`src/rtl/game_frame_compositor.sv`:
```
// Pixel colouring, per-frame collision statistics and game-over overlay for the
// game-logic pixel stream. Two-stage pixel pipeline; frame FSM runs alongside.
module game_frame_compositor #(
  parameter int SCREEN_WIDTH     = 1280,
  parameter int SCREEN_HEIGHT    = 720,
  parameter int GOAL_DEPTH       = 60,
  parameter int GOAL_DEPTH_DELTA = 10,
  parameter int FLASH_FRAMES     = 8
) (
  input  logic        clk_in,
  input  logic        rst_in,
  input  logic [10:0] hcount_in,
  input  logic [9:0]  vcount_in,
  input  logic        data_valid_in,
  input  logic [7:0]  wall_depth_in,
  input  logic [7:0]  player_depth_in,
  input  logic        is_wall_in,
  input  logic        is_person_in,
  input  logic        is_collision_in,
  input  logic [2:0]  game_state_in,
  output logic [10:0] hcount_out,
  output logic [9:0]  vcount_out,
  output logic        data_valid_out,
  output logic [23:0] pixel_out,
  output logic [19:0] frame_collisions_out,
  output logic        frame_stats_valid_out,
  output logic        flash_active_out
);

  typedef enum logic [1:0] {ST_PLAY, ST_FLASH, ST_OVER} state_t;

  localparam int GOAL_LO = GOAL_DEPTH - GOAL_DEPTH_DELTA;
  localparam int GOAL_HI = GOAL_DEPTH + GOAL_DEPTH_DELTA;

  state_t      state_q, state_d;
  logic [7:0]  flash_cnt_q, flash_cnt_d;
  logic [19:0] coll_cnt_q, coll_cnt_d, coll_cnt_inc;
  logic [19:0] frame_coll_q, frame_coll_d;
  logic        stats_valid_q, stats_valid_d;

  logic        s1_valid_q, s1_valid_d;
  logic [10:0] s1_h_q, s1_h_d;
  logic [9:0]  s1_v_q, s1_v_d;
  logic        s1_coll_q, s1_coll_d, s1_wall_q, s1_wall_d, s1_person_q, s1_person_d;
  logic        s1_goal_q, s1_goal_d;
  logic [7:0]  s1_shade_q, s1_shade_d, s1_pdepth_q, s1_pdepth_d;
  state_t      s1_state_q, s1_state_d;
  logic        s1_cnt0_q, s1_cnt0_d;

  logic        s2_valid_q, s2_valid_d;
  logic [10:0] s2_h_q, s2_h_d;
  logic [9:0]  s2_v_q, s2_v_d;
  logic [23:0] s2_pixel_q, s2_pixel_d;

  logic        frame_end;
  logic [23:0] base_rgb;

  assign frame_end = data_valid_in && (hcount_in == 11'(SCREEN_WIDTH - 1)) &&
                     (vcount_in == 10'(SCREEN_HEIGHT - 1));

  // Frame FSM: a restart (nonzero game state) wins over frame-end counting.
  always_comb begin
    state_d     = state_q;
    flash_cnt_d = flash_cnt_q;
    case (state_q)
      ST_PLAY: begin
        if (game_state_in == 3'd0) begin
          state_d     = ST_FLASH;
          flash_cnt_d = 8'd0;
        end
      end
      ST_FLASH: begin
        if (game_state_in != 3'd0) begin
          state_d = ST_PLAY;
        end else if (frame_end) begin
          flash_cnt_d = flash_cnt_q + 8'd1;
          if (flash_cnt_q == 8'(FLASH_FRAMES - 1)) state_d = ST_OVER;
        end
      end
      ST_OVER: begin
        if (game_state_in != 3'd0) state_d = ST_PLAY;
      end
      default: state_d = ST_PLAY;
    endcase
  end

  always_comb begin
    coll_cnt_inc = coll_cnt_q;
    if (data_valid_in && is_collision_in && (coll_cnt_q != '1)) coll_cnt_inc = coll_cnt_q + 20'd1;
    coll_cnt_d    = coll_cnt_inc;
    frame_coll_d  = frame_coll_q;
    stats_valid_d = 1'b0;
    if (frame_end) begin
      frame_coll_d  = coll_cnt_inc;
      stats_valid_d = 1'b1;
      coll_cnt_d    = 20'd0;
    end
  end

  always_comb begin
    s1_valid_d  = data_valid_in;
    s1_h_d      = hcount_in;
    s1_v_d      = vcount_in;
    s1_coll_d   = is_collision_in;
    s1_wall_d   = is_wall_in;
    s1_person_d = is_person_in;
    s1_goal_d   = ($signed({24'd0, wall_depth_in}) >= GOAL_LO) &&
                  ($signed({24'd0, wall_depth_in}) <= GOAL_HI);
    s1_shade_d  = wall_depth_in[7] ? 8'hFF : {wall_depth_in[6:0], 1'b0};
    s1_pdepth_d = player_depth_in;
    s1_state_d  = state_q;
    s1_cnt0_d   = flash_cnt_q[0];
  end

  always_comb begin
    base_rgb = 24'h000000;
    if (s1_coll_q)        base_rgb = 24'hFF0000;
    else if (s1_wall_q)   base_rgb = s1_goal_q ? {8'h00, s1_shade_q, 8'h00} : {16'h0000, s1_shade_q};
    else if (s1_person_q) base_rgb = {s1_pdepth_q, s1_pdepth_q, s1_pdepth_q};
    s2_valid_d = s1_valid_q;
    s2_h_d     = s1_h_q;
    s2_v_d     = s1_v_q;
    s2_pixel_d = 24'h000000;
    if (s1_valid_q) begin
      s2_pixel_d = base_rgb;
      if (s1_state_q == ST_FLASH && !s1_cnt0_q) s2_pixel_d = base_rgb ^ 24'hFFFFFF;
      if (s1_state_q == ST_OVER)
        s2_pixel_d = {1'b0, base_rgb[23:17], 1'b0, base_rgb[15:9], 1'b0, base_rgb[7:1]};
    end
  end

  always_ff @(posedge clk_in or negedge rst_in) begin
    if (!rst_in) begin
      state_q       <= ST_PLAY;
      flash_cnt_q   <= 8'd0;
      coll_cnt_q    <= 20'd0;
      frame_coll_q  <= 20'd0;
      stats_valid_q <= 1'b0;
      s1_valid_q    <= 1'b0;
      s1_h_q        <= 11'd0;
      s1_v_q        <= 10'd0;
      s1_coll_q     <= 1'b0;
      s1_wall_q     <= 1'b0;
      s1_person_q   <= 1'b0;
      s1_goal_q     <= 1'b0;
      s1_shade_q    <= 8'd0;
      s1_pdepth_q   <= 8'd0;
      s1_state_q    <= ST_PLAY;
      s1_cnt0_q     <= 1'b0;
      s2_valid_q    <= 1'b0;
      s2_h_q        <= 11'd0;
      s2_v_q        <= 10'd0;
      s2_pixel_q    <= 24'd0;
    end else begin
      state_q       <= state_d;
      flash_cnt_q   <= flash_cnt_d;
      coll_cnt_q    <= coll_cnt_d;
      frame_coll_q  <= frame_coll_d;
      stats_valid_q <= stats_valid_d;
      s1_valid_q    <= s1_valid_d;
      s1_h_q        <= s1_h_d;
      s1_v_q        <= s1_v_d;
      s1_coll_q     <= s1_coll_d;
      s1_wall_q     <= s1_wall_d;
      s1_person_q   <= s1_person_d;
      s1_goal_q     <= s1_goal_d;
      s1_shade_q    <= s1_shade_d;
      s1_pdepth_q   <= s1_pdepth_d;
      s1_state_q    <= s1_state_d;
      s1_cnt0_q     <= s1_cnt0_d;
      s2_valid_q    <= s2_valid_d;
      s2_h_q        <= s2_h_d;
      s2_v_q        <= s2_v_d;
      s2_pixel_q    <= s2_pixel_d;
    end
  end

  assign hcount_out            = s2_h_q;
  assign vcount_out            = s2_v_q;
  assign data_valid_out        = s2_valid_q;
  assign pixel_out             = s2_pixel_q;
  assign frame_collisions_out  = frame_coll_q;
  assign frame_stats_valid_out = stats_valid_q;
  assign flash_active_out      = (state_q == ST_FLASH);

endmodule

```
`config.mk`:
```
export PLATFORM = sky130hd
export DESIGN_NAME = game_frame_compositor
export DESIGN_NICKNAME = d
export VERILOG_FILES = /design/src/rtl/game_frame_compositor.sv
export SDC_FILE = /design/constraint.sdc
export NUM_CORES = 1
export LEC_CHECK = 0
export CORE_MARGIN = 4
export CORE_UTILIZATION = 46
export CTS_CLUSTER_DIAMETER = 100
export DETAILED_ROUTE_END_ITERATION = 7
export HOLD_SLACK_MARGIN = 0.06
export PLACE_DENSITY = 0.75
export SLEW_MARGIN = 20
export SYNTH_ARGS = -nofsm -noshare
export SYNTH_HDL_FRONTEND = slang
export SYNTH_SLANG_ARGS = --single-unit
```
`constraint.sdc`:
```
create_clock -name clk_in -period 1.9 [get_ports clk_in]
set_clock_uncertainty 0.1 [all_clocks]
set_input_delay 0.38 -clock clk_in [delete_from_list [all_inputs] [get_ports clk_in]]
set_output_delay 0.38 -clock clk_in [all_outputs]
set_load 0.01 [all_outputs]
```
==> summary.md <==
| Metric | Value |
|---|---|
| Sinks on the clock net | `~140` |
| Unrepaired setup endpoints after global routing | `yes` |
| Vias in the first global route | `4,466` |
| Leakage | `3.53 nW` |
| Worst Path Class, Setup | `register to register` |
| XOR/XNOR Fraction of Synth Area | `2.93%` |
| Io pins | `around 110` |
| Ys Warns | `0` |
| Failing checks | `negative setup slack` |
| Compound-gate portion of the synthesized area | `a little over an eighth` |
| Number of detailed-route iterations in the first pass | `6` |
| Overall Global Routing Usage | `between 10% and 20%` |
| Drt total wl | `approximately 14,000 um` |
| Status | `finished, violations left` |
| Register clock-pin slew on the reported worst setup and hold paths | `60 ps` |
| Hold Fails Final Rpt | `0` |
| Max-Cap Viols | `0` |
| Initial Util | `47.2%` |
| Count of unique library cells instantiated by Yosys | `56` |
| Syn nets | `between 500 and 600` |
| Register area share after synthesis | `between 60% and 70%` |
| Relative slew slack | `roughly three fifths` |
| Routed wl met3 | `about 730 um` |
| Worst slack, placed | `-490 ps` |
| Critical R2R Launch | `coll_cnt_q[8]` |
| Skew-Pair Late Insertion Delay | `between 400 and 500 ps` |
| First-pass GRT wire length | `approximately 22,000 um` |
| Max clock buf depth | `2` |
| #FFs+latches synth | `between 100 and 150` |
| Placer Congestion | `around 0.9` |
| Fillcell total | `875` |
| Drt wl/cell | `16.3 um` |
| Die area | `~0.014 mm^2` |
| Number of synthesized flops with an enable pin | `0` |
| H-tree levels | `4` |
| Die Width | `about 120 um` |
| Critical Path RT | `~2100 ps` |
| Congestion Overflow GR | `0` |
| Synth Instances | `slightly above 500` |
| Most frequent cells in the layout | `dfrtp_1, clkdlybuf4s50_1, nand2_1` |
| CTS Buf Count | `17` |
| Placed Cells | `803` |
| Layout area overhead | `43.0%` |
| Largest net degree at the start of global routing | `44` |
| Die height | `around 120 um` |
| CTS tree | `built` |
| Via density | `~5.3` |
| Mux cell area share after synthesis | `0.880%` |
| Met2 WL | `approximately 6700 um` |
| Final setup fails | `1` |
| Tot Pwr | `roughly 7.5 mW` |
| Crit. Startpoint | `coll_cnt_q[8]` |
| Post-Syn Area | `around 0.0057 mm^2` |
| Main synth FF type | `dfrtp_1` |
| Adder-cell share of the synthesized area | `less than 1%` |
| Worst vdd ir | `about 0.85 mV` |
| Cell row count | `40` |
| HP Class | `input pin to register` |
| Crit-path max FO | `5` |
| Slew Limit Fails | `0` |
| Fraction of registers with async set/reset | `100%` |
| FMAX | `between 500 and 600 MHz` |
| Max Used Layer | `met4` |
| Finished Layout Cells | `approximately 850` |
| Final Cycle Share | `101%` |
| Fin crit period | `1920 ps` |
| Fraction of layout cells with a size suffix above 1 | `roughly 18%` |
| Clk Tree Root Cell | `clkbuf_16` |
| Final ANT Viol Nets | `0` |
| Total core area | `roughly 0.012 mm^2` |
| Main combinational cell family by area after synthesis | `simple AND/OR/NAND/NOR gates` |
| Post-Synth Simple-Gate Area | `between 15 and 20%` |
| PortBufs | `113` |
| Antenna cells | `0` |
| HPWL after detailed placement | `between 9000 and 10,000 um` |
| Pwr dens | `922 mW/mm^2` |
| Slew @ Worst Pin | `roughly 600 ps` |
| DR iter-0 viols | `~340` |
| Crit path capture type | `register` |
| Crit path arrival time | `between 2000 and 2500 ps` |
| Drt drc | `0` |
| End-of-flow core utilization | `a little under 70%` |
| Commonest non-fill, non-tap cell in the layout | `dfrtp_1` |
| M1 WL | `6120 um` |
| Avg Inst Size Synth | `roughly 11 um^2` |
| Final worst slack | `-16.6 ps` |
| Startpoint types | `register` |
| Nets | `between 700 and 800` |
| Vias | `roughly 4,500` |
| Startpoint of the worst hold path | `data_valid_in` |
| Initial antenna violation count | `0` |
[sequential cells by signal, summed over array words and instances, names as in the netlist, 8 cells and up]
| register | count |
|---|---|
| pixel_out | 24 |
| coll_cnt_q | 20 |
| frame_collisions_out | 20 |
| hcount_out | 11 |
| s1_h_q | 11 |
| s1_v_q | 10 |
| vcount_out | 10 |
| flash_cnt_q | 8 |
| s1_pdepth_q | 8 |
| s1_shade_q | 8 |
[kinds of logic after synthesis]
kind of cell / Yosys count
buffers and inverters: 32
AO/OA/AOI/OAI: 112
AND/OR/NAND/NOR: 193
flip-flops: 142
multiplexers: 5
XOR/XNOR: 19
adder cells (fa/ha/maj): 2
[cell usage after synthesis (all sizes together) (3+ instances only)]
cell / number / area, um^2
nand4: 11 / 75.1
nor3: 8 / 40.0
buf: 10 / 76.3
mux2i: 5 / 50.1
nor2: 49 / 184
nor2b: 8 / 50.1
nor4: 3 / 33.8
nand4b: 3 / 26.3
a21boi: 4 / 30.0
o211ai: 4 / 30.0
nand3b: 4 / 30.0
a222oi: 4 / 40.0
clkbuf: 19 / 81.3
dfrtp: 142 / 3550
o21ai: 37 / 185
inv: 3 / 11.3
and2: 3 / 20.0
and3: 7 / 46.3
a211oi: 19 / 143
or2: 7 / 43.8
nor3b: 3 / 27.5
xnor2: 17 / 149
nand3: 15 / 80.1
o311ai: 3 / 26.3
a21oi: 26 / 130
nand2: 62 / 233
a22o: 4 / 35.0
and4: 3 / 27.5
[power breakdown]
group / switching, mW / total [mW] / internal, mW
registers: 0.145 / 3.35 / 3.20
clock network: 1.27 / 3.20 / 1.93
logic: 0.473 / 0.955 / 0.482
[per-layer routing]
metal	up-vias	GRT usage (%)
met5	-	0
met4	0	8.91
met3	24	5.41
met2	141	30.0
met1	2185	26.5
li1	2103	-
[metrics by stage]
stage	cell area [um^2]	setup TNS (ps)	hold WS (ps)
2_1_floorplan	5690	0	-15.6
3_3_place_gp	7270	-18350	208
3_5_place_dp	7270	-20680	216
4_1_cts	7880	-137	249
5_1_grt	8140	-1650	186
6_report	8140	-16.6	178
[worst max-delay path, stage by stage, from the launching register on]
cell	delay, ps
dfrtp_1	410
buf_6	120
nand4_1	170
nor4_4	350
buf_4	220
nor3b_2	70
xnor2_1	240
o21ai_0	130
[area by class of cell]
cell class / instances / area [um^2] / area share (%)
clock buffers: 18 / 429 / 5.28
clock inverters: 13 / 140 / 1.72
inverters: 3 / 11.3 / 0.138
multi-input cells: 331 / 2100 / 25.8
flip-flops and latches: 142 / 3550 / 43.7
well taps: 168 / 210 / 2.58
repair buffers: 173 / 1690 / 20.8
[worst paths after layout]
| kind | to | slack, ps | depth (start not counted) |
|---|---|---|---|
| max | frame_collisions_out[6] | -20 | 7 |
| min | s1_valid_q | 180 | 2 |
| max reg2reg | frame_collisions_out[6] | -20 | 7 |
| min reg2reg | hcount_out[1] | 250 | 0 |
| max in group asynchronous | pixel_out[3] | 810 | 3 |
| min in group asynchronous | frame_collisions_out[17] | 330 | 2 |
[what timing repair did]
action,in CTS,in global routing
buffers inserted,1,4
hold endpoints to repair,36,8
endpoints found under the setup margin,11,51
hold buffers,1,8
resized for setup,6,44
pin swaps,3,24
No activity file was read; power rests on OpenSTA's default activity.
